File: src/rtl/qsn_merge_pipe_len3.sv
// qsn_merge_pipe_len3: lane merge of the QSN left/right networks
// followed by a 2-entry valid/ready output buffer.
module qsn_merge_pipe_len3 #(
    parameter int PC    = 3,
    parameter int MSG_W = 4
) (
    input  logic                sys_clk,
    input  logic                rst,
    input  logic                in_valid,
    output logic                in_ready,
    input  logic [PC*MSG_W-1:0] left_in,
    input  logic [PC*MSG_W-1:0] right_in,
    input  logic [1:0]          shift,
    input  logic                in_last,
    output logic                out_valid,
    input  logic                out_ready,
    output logic [PC*MSG_W-1:0] out_data,
    output logic                out_last,
    output logic                out_err,
    output logic                shift_err
);

    logic [PC*MSG_W-1:0] ent_data [2];
    logic [1:0]          ent_last;
    logic [1:0]          ent_err;
    logic                wr_ptr;
    logic                rd_ptr;
    logic [1:0]          count;

    logic [PC*MSG_W-1:0] merged;
    logic                shift_bad;
    logic                push;
    logic                pop;

    assign in_ready  = (count != 2'd2);
    assign out_valid = (count != 2'd0);
    assign push      = in_valid && in_ready;
    assign pop       = out_valid && out_ready;
    assign shift_bad = (int'(shift) >= PC);

    assign out_data = ent_data[rd_ptr];
    assign out_last = ent_last[rd_ptr];
    assign out_err  = ent_err[rd_ptr];

    // Lane select: low lanes come from the left network, the top
    // `shift` lanes from the right one; illegal shifts fall back to left.
    always_comb begin
        merged = left_in;
        for (int i = 0; i < PC; i++) begin
            if (!shift_bad && (i >= PC - int'(shift))) begin
                merged[i*MSG_W +: MSG_W] = right_in[i*MSG_W +: MSG_W];
            end
        end
    end

    // FIFO storage, pointers, occupancy and the sticky error flag.
    always_ff @(posedge sys_clk) begin
        if (rst) begin
            ent_data[0] <= '0;
            ent_data[1] <= '0;
            ent_last    <= '0;
            ent_err     <= '0;
            wr_ptr      <= 1'b0;
            rd_ptr      <= 1'b0;
            count       <= 2'd0;
            shift_err   <= 1'b0;
        end else begin
            if (push) begin
                ent_data[wr_ptr] <= merged;
                ent_last[wr_ptr] <= in_last;
                ent_err[wr_ptr]  <= shift_bad;
                wr_ptr           <= ~wr_ptr;
                if (shift_bad) begin
                    shift_err <= 1'b1;
                end
            end
            if (pop) begin
                rd_ptr <= ~rd_ptr;
            end
            if (push && !pop) begin
                count <= count + 2'd1;
            end else if (pop && !push) begin
                count <= count - 2'd1;
            end
        end
    end

endmodule

File: config.mk
export PLATFORM = sky130hd
export DESIGN_NAME = qsn_merge_pipe_len3
export DESIGN_NICKNAME = d
export VERILOG_FILES = /design/src/rtl/qsn_merge_pipe_len3.sv
export SDC_FILE = /design/constraint.sdc
export NUM_CORES = 1
export LEC_CHECK = 0
export ABC_AREA = 1
export CORE_UTILIZATION = 45
export DETAILED_ROUTE_END_ITERATION = 8
export PLACE_DENSITY = 0.81
export SETUP_SLACK_MARGIN = 0.02
export SLEW_MARGIN = 10
export SYNTH_ARGS = -nofsm -noshare
export SYNTH_HDL_FRONTEND = slang
export SYNTH_SLANG_ARGS = --single-unit
File: constraint.sdc
create_clock -name sys_clk -period 1.6 [get_ports sys_clk]
set_input_delay 0.32 -clock sys_clk [delete_from_list [all_inputs] [get_ports sys_clk]]
set_output_delay 0.32 -clock sys_clk [all_outputs]
set_load 0.005 [all_outputs]
==> flow_metrics.tcl <==
set metrics [dict create \
    end_kind "primary output" \
    ys_top_cells_by_area "edfxtp_1, dfxtp_1, mux2_2" \
    synth_warnings 0 \
    skew_ns 0.0101 \
    dp_hpwl_microns 2430 \
    wirelength_microns 3580 \
    timing_worst_setup_path_type "reg2out" \
    diodes 0 \
    setup_ws_ns -0.0216 \
    critical-path-top-delay-family "flip-flops" \
    clk_latency_ns 0.34 \
    drv_slew 0 \
    areaGrowthSynthToFinish_pct 46.4 \
    dr_total_vias 1249 \
    synth.top_cell.area_share 0.450 \
    reg2reg_setup_slack_ns 0.22 \
    firstDrtPassIters 5 \
    start_util 0.476 \
    drive_above_1_share 0.302 \
    routedWlPerCell_microns 13.9 \
    grt_pass1_vias 1246 \
    required_ns 1.28 \
    place_area_sq_mm 0.00217 \
    max_stage_delay_ns 0.42 \
    row_count 21 \
    synth_nets 181 \
    hold_ws_ns 0.471 \
    drtAntennaViolNets 0 \
    root_buffer "clkbuf_4" \
    combPwrFrac 0.406 \
    crit_slowest_cell "dfxtp_4" \
    tightest_slew_ns 0.290 \
    async_flop_share 0 \
    worst_ep_arrival_time_ns 1.30 \
    final-hold-violation-count 0 \
    hp-class "reg2reg" \
    p_sw_frac 0.307 \
    setup_viol 11 \
    r2r_end "count[1]" \
    period_minus_slack_ns 1.62 \
    status "finished, violations left" \
    grt_overflow 0 \
    via_per_inst 4.84 \
    ys_top_cells_by_count "nor2_1, edfxtp_1, nand2_1" \
    ys_seq_area_frac 0.575 \
    syn_area_sq_mm 0.00160 \
    min_to "shift_err" \
    core_area_sq_mm 0.00336 \
    grt_pass1_wl_microns 5560 \
    avgSynthCellArea_sq_um 10.9 \
    ff2ff_path_depth 9 \
    hold_path_depth 2 \
    synthDistinctLibCells 20 \
    critPathMaxFanout 6 \
    yosys_most_used_dff "edfxtp_1" \
    tritoncts "done" \
    tns_ns -0.129 \
    grt_antenna_before_repair 0 \
    post-route-drc-count 0 \
    max_slew_margin 0.801 \
    drt_iter0_drc 46 \
    leakage_nw 1.05 \
    start_kind "flip-flop" \
    crit_chain "buf_8 > mux2_4 > buf_6" \
    maxCapViolations 0 \
    postLayoutCellArea_sq_mm 0.00234 \
    pwr_density_cell_mw_per_mm2 1190 \
    gp_congestion 0.802 \
    path_clk_slew_ns 0.09 \
    p_clk_frac 0.161 \
    fin_nets 245 \
    fmax_ghz 0.617 \
    synth_cells 147 \
    synth_edf_count 24 \
    dieArea_sq_mm 0.00380 \
    port_buffers 43 \
    grt_max_degree 13 \
    p_int_mw 1.94 \
    fin_crit_sh 1.01 \
    cts_max_path_buffers 2 \
    cts_max_level 2 \
    numCtsBuffers 5 \
    yosys_register_bits 34 \
    pin_count 48 \
    cp.buffers_inverters 2 \
    die_h_microns 61.7 \
    p_seq_frac 0.434 \
    min_from "shift_err" \
    rsz0062_at_grt "true" \
    violations "setup timing" \
    r2r_start "count[1]" \
    cts_sinks 34 \
    power_mw 2.80 \
    p_sw_mw 0.858 \
    synth_top_cell_by_area "edfxtp_1" \
    track_usage 0.211 \
    die_w_microns 61.7 \
    yosysMostFrequentCell "nor2_1" \
    vdd.ir_drop.worst_uv 689 \
]
[worst max path at each step]
stage | from | depth (start not counted) | slack, ns | to
final | flip-flop | 3 | -0.02 | out_data[0]
after global routing | flip-flop | 3 | -0.08 | out_data[4]
after CTS | flip-flop | 4 | -0.09 | out_data[0]
after detailed placement | shift[0] | 5 | -0.29 | ent_data[0][8]
after global placement | shift[0] | 5 | -0.25 | ent_data[1][9]
after floorplan | shift[0] | 5 | 0.24 | ent_data[0][10]
[stage by stage]
step	setup WS [ns]	instances	utilization
after floorplan	0.237	147	-
after global placement	-0.248	243	0.645
after detailed placement	-0.287	243	0.645
after CTS	-0.0867	259	0.699
after global routing	-0.0788	258	0.697
final	-0.0216	258	0.697
[power by group through the flow]
stage / Combinational [mW] / Sequential [mW] / Clock [mW]
finish: 1.13 / 1.21 / 0.449
global route: 1.23 / 1.23 / 0.505
CTS: 1.17 / 1.19 / 0.462
detailed placement: 0.966 / 1.21 / 0
global placement: 0.937 / 1.19 / 0
floorplan: 0.489 / 1.18 / 0
[per-layer routing]
metal  track usage  share of wire  vias up
met1         0.242           0.41      576
met2         0.375           0.51       50
li1              -              -      613
met3        0.0672          0.063       10
met5             0              0        -
met4        0.0635          0.012        0
[flip-flops by register name (all words and copies together), names as in the netlist, named ones only]
name       cells
ent_data      24
wr_ptr         1
ent_last       2
shift_err      1
count          2
rd_ptr         1
ent_err        2
[final cells by class]
type                            count  area (sq um)
Clock buffer                        6          41.3
Clock inverter                      2          8.76
Sequential cell                    34           931
Inverter                           16          60.1
Multi-Input combinational cell     92           634
Fill cell                         279          1020
Tap cell                           46          57.6
Timing Repair Buffer               62           612
[cells by family after synthesis]
family                   after synthesis  synth area share
multiplexers                          20             0.134
buffers and inverters                 21            0.0594
adder cells (fa/ha/maj)                3            0.0234
AO/OA/AOI/OAI                          6            0.0227
AND/OR/NAND/NOR                       63             0.185
flip-flops                            34             0.575
[placed cells by master (no fill, tap or decap), types with 2 or more instances in the layout]
master / count
nor2_1: 27
clkdlybuf4s50_1: 27
nand2_1: 24
edfxtp_1: 24
buf_4: 14
buf_6: 13
mux2_4: 12
inv_1: 12
mux2i_1: 7
nand3_1: 6
dfxtp_1: 6
clkbuf_4: 5
inv_2: 4
a21oi_1: 4
dlygate4sd2_1: 4
ha_1: 3
nand3_4: 2
nor2_4: 2
dfxtp_4: 2
dfxtp_2: 2
buf_8: 2
[worst min-delay path: stages, from the launching register on]
cell     delay, ns
dfxtp_1       0.33
inv_1         0.05
a21oi_1       0.06
[what timing repair did]
item,CTS,global route
resized for setup,86,3
hold buffers,0,0
buffers inserted,8,0
setup endpoints to repair,16,13
No activity file was read; power rests on OpenSTA's default activity.
==> patch (same settings) <==
Put a register stage on the output `out_err`, with the module's reset. The value now appears one clock later. The other outputs are not delayed to match.
--- a/src/rtl/qsn_merge_pipe_len3.sv
+++ b/src/rtl/qsn_merge_pipe_len3.sv
@@ -40,7 +40,13 @@
 
     assign out_data = ent_data[rd_ptr];
     assign out_last = ent_last[rd_ptr];
-    assign out_err  = ent_err[rd_ptr];
+    always_ff @(posedge sys_clk) begin
+        if (rst) begin
+            out_err <= '0;
+        end else begin
+            out_err <= ent_err[rd_ptr];
+        end
+    end
 
     // Lane select: low lanes come from the left network, the top
     // `shift` lanes from the right one; illegal shifts fall back to left.
Formal check against the unedited RTL: not equivalent (a bounded check fails within 4 cycles, from zero or initial values and one cycle with rst high).
==> patch against the original RTL <==
Combinational power about the same; area after synthesis increased by 1.3%; critical path depth unchanged; final area decreased by 0.21%; sequential cell count increased by 1; routed wire length decreased by 2.7%; clock power decreased by 4%; fmax increased by 2.2%; count of clock-buffer cells in the layout unchanged; setup slack improved by 0.036 ns; total power about the same; largest cell class unchanged; largest power group unchanged.
==> patch: results (changes against the original RTL) <==
| Metric | Value |
|---|---|
| Instance area after placement | 0.00219 mm2 (+0.87%) |
| Hold Path Sink | ent_err[1] |
| Amount of wire on met2 after detailed routing | 1950 um (+6.5%) |
| First-pass DRT Iterations | 4 (-1) |
| Mux cell area share after synthesis | 13.3% (-0.18 points) |
| Static power due to leakage | 1.02 nW (-2.9%) |
| Worst vdd rail ir drop | 0.741 mV (+7.6%) |
| Status | finished, final reports clean |
| Overall via count from detail_route | 1270 (+1.7%) |
| R2R setup slack | 0.25 ns (+0.03 ns) |
| Synth cell count leaders | sky130_fd_sc_hd__nor2_1, sky130_fd_sc_hd__edfxtp_1, sky130_fd_sc_hd__nand2_1 |
| Critical Path Sink | out_data[11] |
| Syn_nets | 182 (+0.55%) |
| Number of DRC markers after the initial detailed-route iteration | 35 (-24%) |
| Aggregate global-route resource usage | 20.0% (-1.1 points) |
| Compound-gate portion of the synthesized area | 2.54% (+0.28 points) |
| Routed Wire Length | 3480 um (-2.7%) |
| Final #Nets | 240 (-2.0%) |
| Number of unique standard cell types used by synthesis | 21 (+5.0%) |
| Clock latency on the worst-skew pair | 0.32 ns (-0.02 ns) |
| Actual transition at the worst max-transition pin | 0.201 ns (-0.0890 ns) |
| Worst clock skew | 0.00338 ns (-0.00674 ns) |
| Final weighted congestion in routability-driven placement | 0.761 (-5.2%) |
| Adder-cell area share of the yosys netlist | 2.31% (-0.031 points) |
| Largest net degree at the start of global routing | 14 (+1) |
| Met3 wire length | 141 um (-38%) |
| Share of final-layout standard cells stronger than drive strength 1 | 28.0% (-2.2 points) |
-- patch: cell count changes after synthesis --
cell                       unedited run  this run
sky130_fd_sc_hd__nand2_1             24        21
sky130_fd_sc_hd__nor2_1              27        29
sky130_fd_sc_hd__clkinv_1             0         1
sky130_fd_sc_hd__dfxtp_1             10        11
sky130_fd_sc_hd__inv_1               13        12
sky130_fd_sc_hd__o21ai_0              1         2
-- patch: power breakdown --
part / internal [mW] / leakage [nW] / switching [mW]
Clock: 0.163 / 0.0273 / 0.268
Sequential: 1.15 / 0.347 / 0.0829
Combinational: 0.643 / 0.643 / 0.490
Total: 1.96 / 1.02 / 0.841
-- patch: worst max-delay path: stages, from the launching register on --
cell and delay, ns:
sky130_fd_sc_hd__dfxtp_4 0.38, sky130_fd_sc_hd__buf_8 0.14, sky130_fd_sc_hd__mux2_4 0.31, sky130_fd_sc_hd__buf_6 0.12
-- patch: stage by stage --
stage | hold slack, ns | util, % | cells | setup TNS [ns]
floorplan | 0.389 | - | 148 | 0
global route | 0.505 | 69.0 | 253 | -0.439
detailed placement | 0.464 | 64.6 | 242 | -3.94
CTS | 0.479 | 69.8 | 255 | -1.05
global placement | 0.435 | 64.6 | 242 | -3.07
finish | 0.482 | 69.0 | 253 | 0
-- patch: timing repair --
item                       CTS  global route
setup endpoints to repair   15            14
gates resized for setup     80             5
buffers inserted             4             0
pin swaps                    0             0
cloned                       1             0
-- patch: metal layers --
layer  vias up  GRT usage [%]
met5         -              0
li1        611              -
met1       615           20.1
met4         0           8.89
met2        36           37.7
met3         8           5.80
-- patch: final cells by class --
class	instances	area, um2
Fill cell	250	1050
Sequential cell	35	951
Timing Repair Buffer	56	584
Multi-Input combinational cell	92	638
Clock buffer	6	41.3
Inverter	16	60.1
Tap cell	46	57.6
Clock inverter	2	7.51
